$ cat config.mk
export PLATFORM = sky130hd
export DESIGN_NAME = otp_ctrl_lci_seq
export DESIGN_NICKNAME = d
export VERILOG_FILES = /design/src/rtl/otp_ctrl_lci_seq_pkg.sv /design/src/rtl/otp_ctrl_lci_seq_cnt.sv /design/src/rtl/otp_ctrl_lci_seq.sv
export SDC_FILE = /design/constraint.sdc
export NUM_CORES = 1
export LEC_CHECK = 0
export ABC_CLOCK_PERIOD_IN_PS = 3600
export BUFFER_PORTS_ARGS = -buffer_cell sky130_fd_sc_hd__buf_2
export CORE_MARGIN = 1.5
export CORE_UTILIZATION = 50
export DETAILED_ROUTE_END_ITERATION = 8
export PLACE_DENSITY = 0.8
export SLEW_MARGIN = 20
export SYNTH_ARGS = -nofsm -noshare
export SYNTH_HDL_FRONTEND = slang
export SYNTH_SLANG_ARGS = --single-unit
$ cat constraint.sdc
create_clock -name clk_i -period 3.6 [get_ports clk_i]
set_input_delay 0 -clock clk_i [delete_from_list [all_inputs] [get_ports clk_i]]
set_output_delay 0 -clock clk_i [all_outputs]
set_load 0.02 [all_outputs]
$ cat src/rtl/otp_ctrl_lci_seq_pkg.sv
// Shared types for the life-cycle programming sequencer: OTP command/error codes,
// the escalation encoding and the sparse FSM state encoding.
package otp_ctrl_lci_seq_pkg;

  localparam int unsigned OtpSizeWidth     = 2;
  localparam int unsigned OtpIfWidth       = 64;
  localparam int unsigned ScrmblBlockWidth = 64;

  typedef enum logic [3:0] {
    On  = 4'b0101,
    Off = 4'b1010
  } lc_tx_t;

  typedef enum logic [1:0] {
    Read  = 2'b00,
    Write = 2'b01
  } cmd_e;

  typedef enum logic [2:0] {
    NoError              = 3'h0,
    MacroError           = 3'h1,
    MacroEccCorrError    = 3'h2,
    MacroEccUncorrError  = 3'h3,
    MacroWriteBlankError = 3'h4,
    AccessError          = 3'h5,
    CheckFailError       = 3'h6,
    FsmStateError        = 3'h7
  } otp_err_e;

  // Each state repeats an even-parity nibble three times, so any two states differ
  // in at least 6 bits; a register stuck at all-zero lands in ErrorSt.
  typedef enum logic [11:0] {
    ResetSt     = 12'h333,
    IdleSt      = 12'h555,
    SelSt       = 12'h666,
    WriteSt     = 12'h999,
    WriteWaitSt = 12'haaa,
    ReadSt      = 12'hccc,
    ReadWaitSt  = 12'hfff,
    ErrorSt     = 12'h000
  } state_e;

  function automatic int unsigned vbits(input int unsigned value);
    return (value <= 1) ? 1 : $clog2(value);
  endfunction

endpackage

$ cat src/rtl/otp_ctrl_lci_seq_cnt.sv
// Redundant word counter: an up-count and a down-count that must always sum to all-ones.
module otp_ctrl_lci_seq_cnt #(
  parameter int unsigned Width = 4
) (
  input  logic             clk_i,
  input  logic             rst_ni,
  input  logic             clr_i,
  input  logic             incr_i,
  output logic [Width-1:0] cnt_o,
  output logic             err_o
);

  logic [Width-1:0] up_d, up_q, dn_d, dn_q, sum;

  always_comb begin
    up_d = up_q;
    dn_d = dn_q;
    if (clr_i) begin
      up_d = '0;
      dn_d = '1;
    end else if (incr_i) begin
      up_d = up_q + Width'(1);
      dn_d = dn_q - Width'(1);
    end
  end

  always_ff @(posedge clk_i or negedge rst_ni) begin
    if (!rst_ni) begin
      up_q <= '0;
      dn_q <= '1;
    end else begin
      up_q <= up_d;
      dn_q <= dn_d;
    end
  end

  assign sum   = up_q + dn_q;
  assign cnt_o = up_q;
  assign err_o = (sum != '1);

endmodule

$ cat src/rtl/otp_ctrl_lci_seq.sv
// Life-cycle programming sequencer: latches a transition vector and burns it word by word.
// Define OTP_CTRL_LCI_VERIFY_EN to read back and compare every written word.
module otp_ctrl_lci_seq
  import otp_ctrl_lci_seq_pkg::*;
#(
  parameter int unsigned             NumWords      = 10,
  parameter int unsigned             OtpWidth      = 16,
  parameter int unsigned             OtpAddrWidth  = 10,
  parameter logic [OtpAddrWidth-1:0] BaseAddr      = '0,
  parameter bit                      SkipZeroWords = 1'b1
) (
  input  logic                          clk_i,
  input  logic                          rst_ni,
  input  logic                          en_i,
  input  lc_tx_t                        escalate_en_i,
  input  logic                          req_i,
  input  logic [NumWords*OtpWidth-1:0]  data_i,
  output logic                          ack_o,
  output logic                          err_o,
  output otp_err_e                      error_o,
  output logic                          fsm_err_o,
  output logic                          idle_o,
  output logic                          otp_req_o,
  output cmd_e                          otp_cmd_o,
  output logic [OtpSizeWidth-1:0]       otp_size_o,
  output logic [OtpAddrWidth-1:0]       otp_addr_o,
  output logic [OtpIfWidth-1:0]         otp_wdata_o,
  input  logic                          otp_gnt_i,
  input  logic                          otp_rvalid_i,
  input  logic [ScrmblBlockWidth-1:0]   otp_rdata_i,
  input  otp_err_e                      otp_err_i
);

  localparam int unsigned           CntWidth = vbits(NumWords);
  localparam logic [CntWidth-1:0]   LastCnt  = CntWidth'(NumWords - 1);

  state_e   state_d, state_q;
  otp_err_e error_d, error_q;
  logic     ack_d, ack_q, err_d, err_q;
  logic [NumWords-1:0][OtpWidth-1:0] data_d, data_q;
  logic [OtpWidth-1:0] word;
  logic [CntWidth-1:0] cnt_q;
  logic cnt_clr, cnt_incr, cnt_mismatch, cnt_err, advance, illegal;
  logic unused_rdata;

  otp_ctrl_lci_seq_cnt #(
    .Width (CntWidth)
  ) u_cnt (
    .clk_i  (clk_i),
    .rst_ni (rst_ni),
    .clr_i  (cnt_clr),
    .incr_i (cnt_incr),
    .cnt_o  (cnt_q),
    .err_o  (cnt_mismatch)
  );

  assign word    = data_q[cnt_q];
  assign cnt_err = cnt_mismatch || (cnt_q > LastCnt);

  always_comb begin
    // NOTE: every signal written here gets a default first, so no latch can be inferred.
    state_d   = state_q;
    error_d   = error_q;
    data_d    = data_q;
    ack_d     = 1'b0;
    err_d     = 1'b0;
    idle_o    = 1'b0;
    fsm_err_o = 1'b0;
    otp_req_o = 1'b0;
    otp_cmd_o = Read;
    cnt_clr   = 1'b0;
    cnt_incr  = 1'b0;
    advance   = 1'b0;
    illegal   = 1'b0;

    case (state_q)
      ResetSt: if (en_i) state_d = IdleSt;
      IdleSt: begin
        idle_o = 1'b1;
        if (req_i) begin
          data_d  = data_i;
          cnt_clr = 1'b1;
          state_d = SelSt;
        end
      end
      SelSt: begin
        if (SkipZeroWords && (word == '0)) advance = 1'b1;
        else                               state_d = WriteSt;
      end
      WriteSt: begin
        otp_req_o = 1'b1;
        otp_cmd_o = Write;
        if (otp_gnt_i) state_d = WriteWaitSt;
      end
      WriteWaitSt: begin
        if (otp_rvalid_i) begin
          if (error_d == NoError) error_d = otp_err_i;
`ifdef OTP_CTRL_LCI_VERIFY_EN
          if (otp_err_i == NoError) state_d = ReadSt;
          else                      advance = 1'b1;
`else
          advance = 1'b1;
`endif
        end
      end
`ifdef OTP_CTRL_LCI_VERIFY_EN
      ReadSt: begin
        otp_req_o = 1'b1;
        otp_cmd_o = Read;
        if (otp_gnt_i) state_d = ReadWaitSt;
      end
      ReadWaitSt: begin
        if (otp_rvalid_i) begin
          if (error_d == NoError) begin
            if (otp_err_i != NoError)                   error_d = otp_err_i;
            else if (otp_rdata_i[OtpWidth-1:0] != word) error_d = CheckFailError;
          end
          advance = 1'b1;
        end
      end
`endif
      ErrorSt: begin
        idle_o = 1'b1;
        if (error_q == NoError) error_d = FsmStateError;
      end
      default: illegal = 1'b1;
    endcase

    if (advance) begin
      if (cnt_q == LastCnt) begin
        ack_d   = 1'b1;
        err_d   = (error_d != NoError);
        state_d = (error_d != NoError) ? ErrorSt : IdleSt;
      end else begin
        cnt_incr = 1'b1;
        state_d  = SelSt;
      end
    end

    // Faults win over everything: any in-flight response is dropped and no ack is sent.
    if ((escalate_en_i != Off) || cnt_err || illegal) begin
      state_d   = ErrorSt;
      fsm_err_o = 1'b1;
      ack_d     = 1'b0;
      err_d     = 1'b0;
      cnt_clr   = 1'b0;
      cnt_incr  = 1'b0;
      otp_req_o = 1'b0;
      otp_cmd_o = Read;
      data_d    = data_q;
      error_d   = (error_q == NoError) ? FsmStateError : error_q;
    end
  end

  always_ff @(posedge clk_i or negedge rst_ni) begin
    // NOTE: state uses non-blocking assignments so every flop samples pre-edge values.
    if (!rst_ni) begin
      state_q <= ResetSt;
      error_q <= NoError;
      ack_q   <= 1'b0;
      err_q   <= 1'b0;
      // NOTE: the data latch is reset too, so a stale vector never reaches the macro.
      data_q  <= '0;
    end else begin
      state_q <= state_d;
      error_q <= error_d;
      ack_q   <= ack_d;
      err_q   <= err_d;
      data_q  <= data_d;
    end
  end

  assign ack_o        = ack_q;
  assign err_o        = err_q;
  assign error_o      = error_q;
  assign otp_size_o   = '0;
  assign otp_addr_o   = BaseAddr + OtpAddrWidth'(cnt_q);
  assign otp_wdata_o  = otp_req_o ? OtpIfWidth'(word) : '0;
  assign unused_rdata = ^otp_rdata_i;

endmodule

[Word-level counts from Yosys, hierarchy flattened]
Cells that the tools add are included.
Word-level totals
  latch bits: 0
  bits of input ports: 237
  memories: 0
  bits in writable memories: 0
  bits in registers: 185
  output and inout port bits: 86
  ROM bits: 0
  word-level logic and storage cells: 90
Operators by class
  equal/unequal tests: 12
  order comparisons: 2
  shift operators: 0
  add/sub/neg operators: 3
  reduce and logical (&&, ||, !) cells: 13
  bitwise gates (word level): 1
  $mul: 0
  div/mod/pow operators: 0
  mux-type cells: 43
Operators by type and width (count)
  12-bit two-way mux: 6
  16-bit binary-select mux with 4-bit select: 1
  12-bit case mux with 4 select lines: 1
  16-bit two-way mux: 2
  12-bit by 11-bit == test with 1-bit output, second input constant: 2
  12-bit == test, second input constant: 2
  4-bit != test, second input constant: 6
  11-bit two-way mux: 2
  1-bit two-way mux: 20
  16-bit zero test: 1
  4-bit two-way mux: 4
  12-bit by 10-bit == test with 1-bit output, second input constant: 1
  12-bit zero test: 1
  3-bit two-way mux: 4
  3-bit case mux with 2 select lines: 1
  6-bit nonzero test: 1
  6-bit OR reduction: 1
  4-bit by 5-bit < comparator with 1-bit output, second input constant: 1
  5-bit AND reduction: 1
  4-bit by 1-bit adder with 4-bit output, second input constant: 1
  4-bit adder: 1
  4-bit == test, second input constant: 1
  4-bit > comparator, second input constant: 1
  4-bit by 1-bit subtractor with 4-bit output, second input constant: 1
  other kinds (9): 11

[Depth between registers and ports, before layout]
Gate-level depths: netlist of run 1.
  word-level depth: 9
  depth in mapped cells: 17
  gate-level depth less buffers: 10

[By module]
Synthesis of run 1 repeated with hierarchy kept, for this count alone.
Second synthesis, totals
  cell total of the unflattened synthesis: 678
  area, all modules: 8976.1 sq um
By module, submodules not included
  otp_ctrl_lci_seq: seq. area each 4231.6 sq um, area an instance 8471.9 sq um, times used 1, cells an instance 633
  otp_ctrl_lci_seq_cnt: seq. area each 205.2 sq um, area an instance 504.2 sq um, times used 1, cells an instance 45

[Least setup slack after synthesis of run 1]
Ideal clock, no wire load.
  kind: reg-to-reg
  from: register u_cnt.up_q[0] (netlist: u_cnt.cnt_o[0])
  to: register u_cnt.up_q[2] (netlist: u_cnt.cnt_o[2])
  setup time: 78 ps
  required time: 3522 ps
  cell stages (with the launch flop): 15
  path slack: 483 ps
  arrival: 3040 ps
  path buffers: 4
  period minus slack after synthesis: 3117 ps
  cell sequence: dfrtp_1 buf_6 buf_6 buf_4 buf_2 inv_1 ha_1 nor2_1 nor2_1 nand2_1 mux2i_1 nand3_1 o21bai_2 or4_1 a21boi_1
Between the ends
  longest elaborated chain between the ends: 8
  elaborated cells on any way between the ends: 20
  those cells by class: add/sub: 2; order compare: 1; eq/ne: 2; mux: 10; reduce/logical: 5
RTL lines
  from (decl): RTL line otp_ctrl_lci_seq_cnt.sv:13  | logic [Width-1:0] up_d, up_q, dn_d, dn_q, sum;
  from (signal assigned): RTL line otp_ctrl_lci_seq_cnt.sv:32  | up_q <= up_d;
  16-bit binary-select mux with 4-bit select: RTL line otp_ctrl_lci_seq.sv:57  | assign word = data_q[cnt_q];
  16-bit two-way mux (implied by the code): RTL line otp_ctrl_lci_seq.sv:57
  16-bit zero test: RTL line otp_ctrl_lci_seq.sv:87  | if (SkipZeroWords && (word == '0)) advance = 1'b1;
  1-bit two-way mux: RTL line otp_ctrl_lci_seq.sv:87
  1-bit case mux with 2 select lines: RTL line otp_ctrl_lci_seq.sv:76  | case (state_q)
  1-bit two-way mux: RTL line otp_ctrl_lci_seq.sv:129  | if (advance) begin
  1-bit two-way mux: RTL line otp_ctrl_lci_seq.sv:141  | if ((escalate_en_i != Off) || cnt_err || illegal) begin
  2-bit nonzero test (no source line)
Several ways; a longest one is shown, not always the timed one. The select of a mux whose other input is x is not followed.
A chain may end at the register's enable or synchronous reset.

[Worst setup path in the final report of run 1]
  from: register u_cnt.up_q[0] (netlist: u_cnt.cnt_o[0])
  to: output otp_wdata_o[7]
Between the ends
  longest elaborated chain between the ends: 7
  elaborated cells on any way between the ends: 10
  those cells by class: add/sub: 1; order compare: 1; eq/ne: 1; mux: 4; reduce/logical: 3
RTL lines
  4-bit adder: RTL line otp_ctrl_lci_seq_cnt.sv:37  | assign sum = up_q + dn_q;
  4-bit != test: RTL line otp_ctrl_lci_seq_cnt.sv:39  | assign err_o = (sum != '1);
  1-bit logical OR: RTL line otp_ctrl_lci_seq.sv:58  | assign cnt_err = cnt_mismatch || (cnt_q > LastCnt);
  1-bit logical OR (2 in a row): RTL line otp_ctrl_lci_seq.sv:141
  1-bit two-way mux: RTL line otp_ctrl_lci_seq.sv:141
  16-bit two-way mux (*): RTL line otp_ctrl_lci_seq.sv:178  | assign otp_wdata_o = otp_req_o ? OtpIfWidth'(word) : '0;
  to (decl): RTL line otp_ctrl_lci_seq.sv:27  | output logic [OtpIfWidth-1:0] otp_wdata_o,
Mark *: on every way between the ends. The rest lies on a longest branch, timed or not. The select of a mux whose other input is x is not followed.

==> results_dict.tcl, run 1 <==
set metrics [dict create \
    cts_root_buf "clkbuf_16" \
    drive_gt1_share_pct 20.6 \
    synthXorXnorAreaFrac_pct 0.386 \
    peakVddDrop_uv 321 \
    synth_area_sq_um 9080 \
    worst_pin_slew_ps 900 \
    firstDrtPassIters 5 \
    r2r_slack_ps 290 \
    postPlaceCellArea_sq_um 10100 \
    p_leak_nw 6.46 \
    critPathRequiredTime_ps 3600 \
    synth_edf_count 0 \
    status "complete, no violations" \
    use_met1_pct 38.5 \
    track_usage_pct 31.5 \
    grt_max_degree 110 \
    finalClockSkew_ps 15.5 \
    crit_arrival_ps 3390 \
    drtIter0Drc 741 \
    rsz0062_at_grt "false" \
    fin_crit_sh_pct 94.1 \
    die_y_um 138 \
    dieArea_sq_um 19000 \
    grt_use_met3_pct 5.92 \
    yosys_register_bits 177 \
    syn_area_per_cell_sq_um 8.76 \
    tns_ps 0 \
    core_sq_um 17900 \
    critical_path_class "reg -> out" \
    dp_hpwl_um 16800 \
    setup_violations 0 \
    pwr_density_cell_nw_per_um2 342 \
    wl_per_cell_um 18.1 \
    worst_hold_path_type "in -> reg" \
    cp-start-kind "register" \
    ys_types 56 \
    postRouteAntennaNets 0 \
    yosys_warnings 0 \
    synth-simple-area-share_pct 25.6 \
    antenna_found_initial 2 \
    wirelength_um 29300 \
    clk_latency_ps 440 \
    die_w_um 138 \
    synthToLayoutAreaGrowth_pct 36.5 \
    ys_seq_area_share_pct 48.9 \
    synth_top_area_share_pct 47.1 \
    grt.overflow.total 0 \
    synth_top_family_by_area "simple AND/OR/NAND/NOR gates" \
    slew_headroom_pct 40.0 \
    crit_top_cell "buf_4" \
    post-route-min-period_ps 3390 \
    ys.flop_type "dfrtp_1" \
    portBuffers 201 \
    cap_violations 0 \
    cpPeakStageDelay_ps 640 \
    grt_pass1_wl_um 44200 \
    grt_pass1_vias 8625 \
    grt_use_met2_pct 51.9 \
    initial_utilization_pct 50.7 \
    fmax_ghz 0.295 \
    rows 49 \
    drc_errors 0 \
    vias 8574 \
    synth.area.mux_share_pct 9.82 \
    crit_slowest_cell "dfrtp_4" \
    critPathMaxFanout 17 \
    cts_num_sinks 177 \
    ios 323 \
    top_usage_layer "met2" \
    synth_area_leaders "dfrtp_1 47%, nand2_1 20%, mux2i_1 5.8%" \
    hold-worst-slack_ps 161 \
    fin_util_pct 69.2 \
    htree_levels 4 \
    cts-buffers-inserted 17 \
    cp_cell_sequence "ha_1 > fa_1 > nand4b_1 > nor4b_1 > buf_4 > and2_1 > nand3_1 > buf_4 > nor2_1 > buf_2" \
    timing.final.max_slew_violations 0 \
    stdcell_area_sq_um 12400 \
    synthAdderAreaFrac_pct 1.19 \
    postSynthCellCount 1036 \
    synthArstFlopShare_pct 100 \
    clk_pin_slew_ps 70 \
    routed_via_density 5.29 \
    synth_compound_area_share_pct 5.73 \
    nets 1622 \
    hold_viol 0 \
    clockBufferDepth 2 \
    critPathCaptureType "primary output" \
    place_congestion 0.893 \
    cts_tree "yes" \
    report.power.total_w 0.00423 \
    synth_area_leader_cell "dfrtp_1" \
]
[power by group]
part           switching, W  internal, W  total (W)
sequential                0      0.00199    0.00199
clock              0.000879      0.00101    0.00189
combinational      0.000167     0.000188   0.000355
total               0.00105      0.00319    0.00423
[cell families after synthesis]
group	Yosys count
xor+xnor	4
buf+inv	132
mux	69
simple gates	581
compound gates	64
other cells	1
fa+ha+maj	8
flops	177
[cell usage after synthesis, types with 7 or more instances]
library cell / n
a21oi_1: 9
a221o_1: 17
buf_4: 61
clkbuf_1: 49
dfrtp_1: 171
ha_1: 7
inv_1: 12
mux2i_1: 53
mux4_2: 16
nand2_1: 491
nand3_1: 8
nor2_1: 49
o22a_1: 13
[state kept, by name, indices dropped and copies added (netlist names)]
name	cells
error_o	3
data_q	160
state_q	4
ack_o	1
err_o	1
u_cnt.cnt_o	4
u_cnt.dn_q	4
[metal layers]
metal	wire [um]	part of all wire, %
met3	1920	6.6
met2	14400	49
met5	0	0
met1	11300	39
met4	1680	5.7
[placed cells by master, fill, tap and decap left out, types with 3 or more instances in the layout]
cell / n
nand2_1: 491
buf_2: 200
dfrtp_1: 170
dlygate4sd3_1: 165
conb_1: 57
mux2i_1: 53
nor2_1: 49
a221o_1: 17
clkbuf_16: 17
mux4_2: 16
buf_4: 14
o22a_1: 13
inv_1: 12
a21oi_1: 9
nand3_1: 7
ha_1: 7
o21ai_0: 6
inv_8: 6
dfstp_2: 6
buf_12: 5
nand4_1: 4
o31ai_1: 4
xor2_1: 3
nor2b_1: 3
and2_1: 3
[worst paths after layout]
kind,from,endpoint,cells past startpoint
worst max-delay path,u_cnt.cnt_o[0]$_DFFE_PN0P_,otp_wdata_o[7],10
worst min-delay path,otp_rvalid_i,state_q[7]$_DFFE_PN0P_,3
worst max register to register,u_cnt.cnt_o[1]$_DFFE_PN0P_,u_cnt.cnt_o[1]$_DFFE_PN0P_,8
worst min register to register,data_q[139]$_DFFE_PN0P_,data_q[139]$_DFFE_PN0P_,2
max in group asynchronous,rst_ni,data_q[84]$_DFFE_PN0P_,3
min in group asynchronous,rst_ni,data_q[102]$_DFFE_PN0P_,2
[critical path, delay by kind of cell (launching register included)]
| family | cells | cell delay, ps |
|---|---|---|
| fa+ha+maj | 2 | 780 |
| buf+inv | 3 | 630 |
| flops | 1 | 640 |
| simple gates | 5 | 900 |
[timing repair]
item | 4_1_cts | 5_1_grt
endpoints found under the hold margin | 268 | 0
resized for setup | 0 | 0
buffers inserted | 0 | 1
endpoints found under the setup margin | 0 | 3
hold buffers | 165 | 0
[stage by stage]
stage | setup WS, ps | cells
floorplan | 483 | 1092
global placement | 438 | 1421
detailed placement | 360 | 1421
CTS | 124 | 1618
global route | 29.4 | 1621
finish | 212 | 1621
[area by class of cell]
cell class	instances	area, sq um
fillers	1279	5510
clock inverters	14	164
clock buffers	18	439
well taps	229	287
repair buffers	386	2900
multi-input cells	783	4110
flip-flops and latches	177	4440
inverters	12	45.0
diodes	2	5.00
Power figures use the tool's default switching activity.
==> run 2, diff against run 1 <==
--- a/config.mk
+++ b/config.mk
@@ -5,12 +5,12 @@
 export SDC_FILE = /design/constraint.sdc
 export NUM_CORES = 1
 export LEC_CHECK = 0
+export ABC_AREA = 1
 export ABC_CLOCK_PERIOD_IN_PS = 3600
 export BUFFER_PORTS_ARGS = -buffer_cell sky130_fd_sc_hd__buf_2
 export CORE_MARGIN = 1.5
-export CORE_UTILIZATION = 50
+export CORE_UTILIZATION = 35
 export DETAILED_ROUTE_END_ITERATION = 8
-export PLACE_DENSITY = 0.8
 export SLEW_MARGIN = 20
 export SYNTH_ARGS = -nofsm -noshare
 export SYNTH_HDL_FRONTEND = slang
==> run 2 against run 1 <==
  * Clock skew hardly changed
  * Global-route usage down 12 points
  * Routed wire length is 7.0% lower
  * First-iteration DRC count down 49%
  * Synthesized cell count rose by 8.1%
  * Sequential power barely moved
  * Register-to-register slack barely moved
  * Power rose by 0.82%
  * Largest power group unchanged
  * Sequential share of layout area decreased by 1.1 points
  * Clock-buffer cell count down 1
  * Worst setup slack better by 69 ps
==> results_dict.tcl, run 2 <==
set metrics [dict create \
    path_depth 12 \
    fin_util_pct 47.7 \
    regArea_sq_um 4440 \
    post-route-min-period_ps 3320 \
    fillCellCount 2499 \
    worst_hold_path_type "in -> reg" \
    yosys_register_bits 177 \
    synth_area_sq_um 9490 \
    finalClockSkew_ps 15.3 \
    layout_common_cells "211 x nand2_1, 200 x buf_2, 178 x nor2_1" \
    synth_area_leaders "dfrtp_1 45%, mux2_2 11%, nand2_1 8.4%" \
    routed_via_density 4.61 \
    slew_headroom_pct 26.1 \
    multi_input_area_sq_um 4110 \
    die_w_um 168 \
    largest-register "data_q" \
    crit_slowest_cell "dfrtp_4" \
    die_y_um 168 \
    setup_violations 0 \
    cp-start-kind "register" \
    wirelength_um 27300 \
    synth_area_leader_cell "dfrtp_1" \
    synth_top_area_share_pct 45.1 \
    grt_pass1_vias 8301 \
    wl_per_cell_um 15.0 \
    fin_crit_sh_pct 92.2 \
    critPathCaptureType "register" \
    ios 323 \
    fin_ws_ps 281 \
    timing.final.max_slew_violations 0 \
    postRouteAntennaNets 0 \
    crit_arrival_ps 3640 \
    final_common_cell "nand2_1" \
    synth_top_cells_by_count "212 x nand2_1, 178 x nor2_1, 171 x dfrtp_1" \
    dieArea_sq_um 28100 \
    yosys_warnings 0 \
    cts_num_sinks 177 \
    clockBufferDepth 2 \
    nets 1702 \
    fmax_ghz 0.301 \
    hold-path-cell-count 6 \
    portBuffers 201 \
    ys_seq_area_share_pct 46.8 \
    drtIter0Drc 376 \
    rows 60 \
    largest_reg_flops 160 \
    critical_path_class "reg -> reg" \
    postSynthCellCount 1120 \
    clk_pin_slew_ps 80 \
    p_leak_nw 6.76 \
    worst_pin_slew_ps 1100 \
    synth_edf_count 0 \
    ys.flop_type "dfrtp_1" \
    peakVddDrop_uv 223 \
    cts_tree "yes" \
    antenna_found_initial 2 \
    cap_violations 0 \
    firstDrtPassIters 7 \
    critPathRequiredTime_ps 3920 \
    initial_utilization_pct 35.4 \
    status "complete, no violations" \
    r2r_slack_ps 280 \
    crit_buf_inv 3 \
    critPathMaxFanout 165 \
    core_sq_um 26800 \
    cts_root_buf "clkbuf_16" \
    dp_slack_ps 401 \
    dp_hpwl_um 17200 \
    drc_errors 0 \
    vias 8359 \
    grt.overflow.total 0 \
    cts-buffers-inserted 17 \
    r2r_cells 12 \
    grt_max_degree 231 \
    crit_family "buffers and inverters" \
    cpPeakStageDelay_ps 580 \
    pwr_density_cell_nw_per_um2 334 \
    hold_viol 0 \
    drive_gt1_share_pct 25.2 \
    synth.most_common_cell "nand2_1" \
    synthToLayoutAreaGrowth_pct 34.9 \
    synthArstFlopShare_pct 100 \
    tns_ps 0 \
    place_congestion 0.782 \
    hold-worst-slack_ps 42.5 \
    cp_cell_sequence "inv_2 > ha_1 > o21ai_0 > nand2_1 > nand3_1 > nor2_1 > nand2_1 > nor2_1 > nand2_4 > buf_12 > buf_16 > mux2_2" \
    rsz0062_at_grt "false" \
    track_usage_pct 19.9 \
    htree_levels 4 \
    ys_types 38 \
    syn_area_per_cell_sq_um 8.47 \
    grt_pass1_wl_um 43700 \
    clk_latency_ps 430 \
]
-- run 2: cell count changes after synthesis, sizes merged, moves of 41 or more --
cell	delta
clkbuf	-41
nor2	+131
mux2	+96
nand2	-276
mux2i	-53
nand3	+83
a21oi	+73
inv	+91
-- run 2: timing repair --
item / in CTS / in global routing
setup buffers: 0 / 0
hold buffers: 165 / 0
gates resized for setup: 0 / 0
hold endpoints to repair: 262 / 0
-- run 2: worst reg2reg max path, cell delays in order (launching register included) --
cell	delay [ps]
dfrtp_4	580
inv_2	490
ha_1	250
o21ai_0	90
nand2_1	60
nand3_1	70
nor2_1	80
nand2_1	90
nor2_1	200
nand2_4	70
buf_12	210
buf_16	260
mux2_2	760
-- run 2: per-stage QoR --
step                cell area (sq um)  std cells  total power (W)
floorplan                        9700       1176          0.00213
global placement                10500       1613          0.00223
detailed placement              10500       1613          0.00223
CTS                             12800       1810          0.00431
global route                    12800       1813          0.00444
finish                          12800       1813          0.00427
-- run 2: power breakdown --
group,total [W],switching [W],internal (W)
sequential,0.00199,0,0.00199
clock,0.00194,0.000933,0.00101
combinational,0.000343,0.000157,0.000186
total,0.00427,0.00109,0.00318
-- run 2: final timing paths --
kind	from	endpoint
setup / recovery	u_cnt.cnt_o[0]$_DFFE_PN0P_	data_q[85]$_DFFE_PN0P_
hold / removal	otp_gnt_i	state_q[7]$_DFFE_PN0P_
setup reg to reg	u_cnt.cnt_o[0]$_DFFE_PN0P_	data_q[85]$_DFFE_PN0P_
hold reg to reg	u_cnt.dn_q[3]$_DFFE_PN1P_	u_cnt.dn_q[3]$_DFFE_PN1P_
max in group asynchronous	rst_ni	data_q[111]$_DFFE_PN0P_
min in group asynchronous	rst_ni	data_q[151]$_DFFE_PN0P_
-- run 2: kinds of logic after synthesis --
| kind of cell | share of synthesized area, % |
|---|---|
| AO/OA/AOI/OAI | 5.95 |
| XOR/XNOR | 0.277 |
| adder cells (fa/ha/maj) | 1.13 |
| buffers and inverters | 12.2 |
| flip-flops | 46.8 |
| multiplexers | 11.4 |
| other | 0.0395 |
| AND/OR/NAND/NOR | 22.2 |
-- run 2: layout make-up --
class	instances	share of cell area (%)
antenna	2	0.0391
clock buffer	17	3.33
clock inverter	15	1.50
inverter	106	3.11
multi-input combinational	778	32.1
sequential	177	34.7
tap	341	3.34
timing repair buffer	377	21.8
-- run 2: metal layers --
layer	global-route usage [%]	vias to the layer above	share of wire, %	wire length (um)
met5	0	-	0	0
met4	8.77	0	4.1	1110
met3	3.45	58	3.7	1020
met2	33.6	248	48	13100
met1	25.0	3928	44	12000
li1	-	4125	-	-
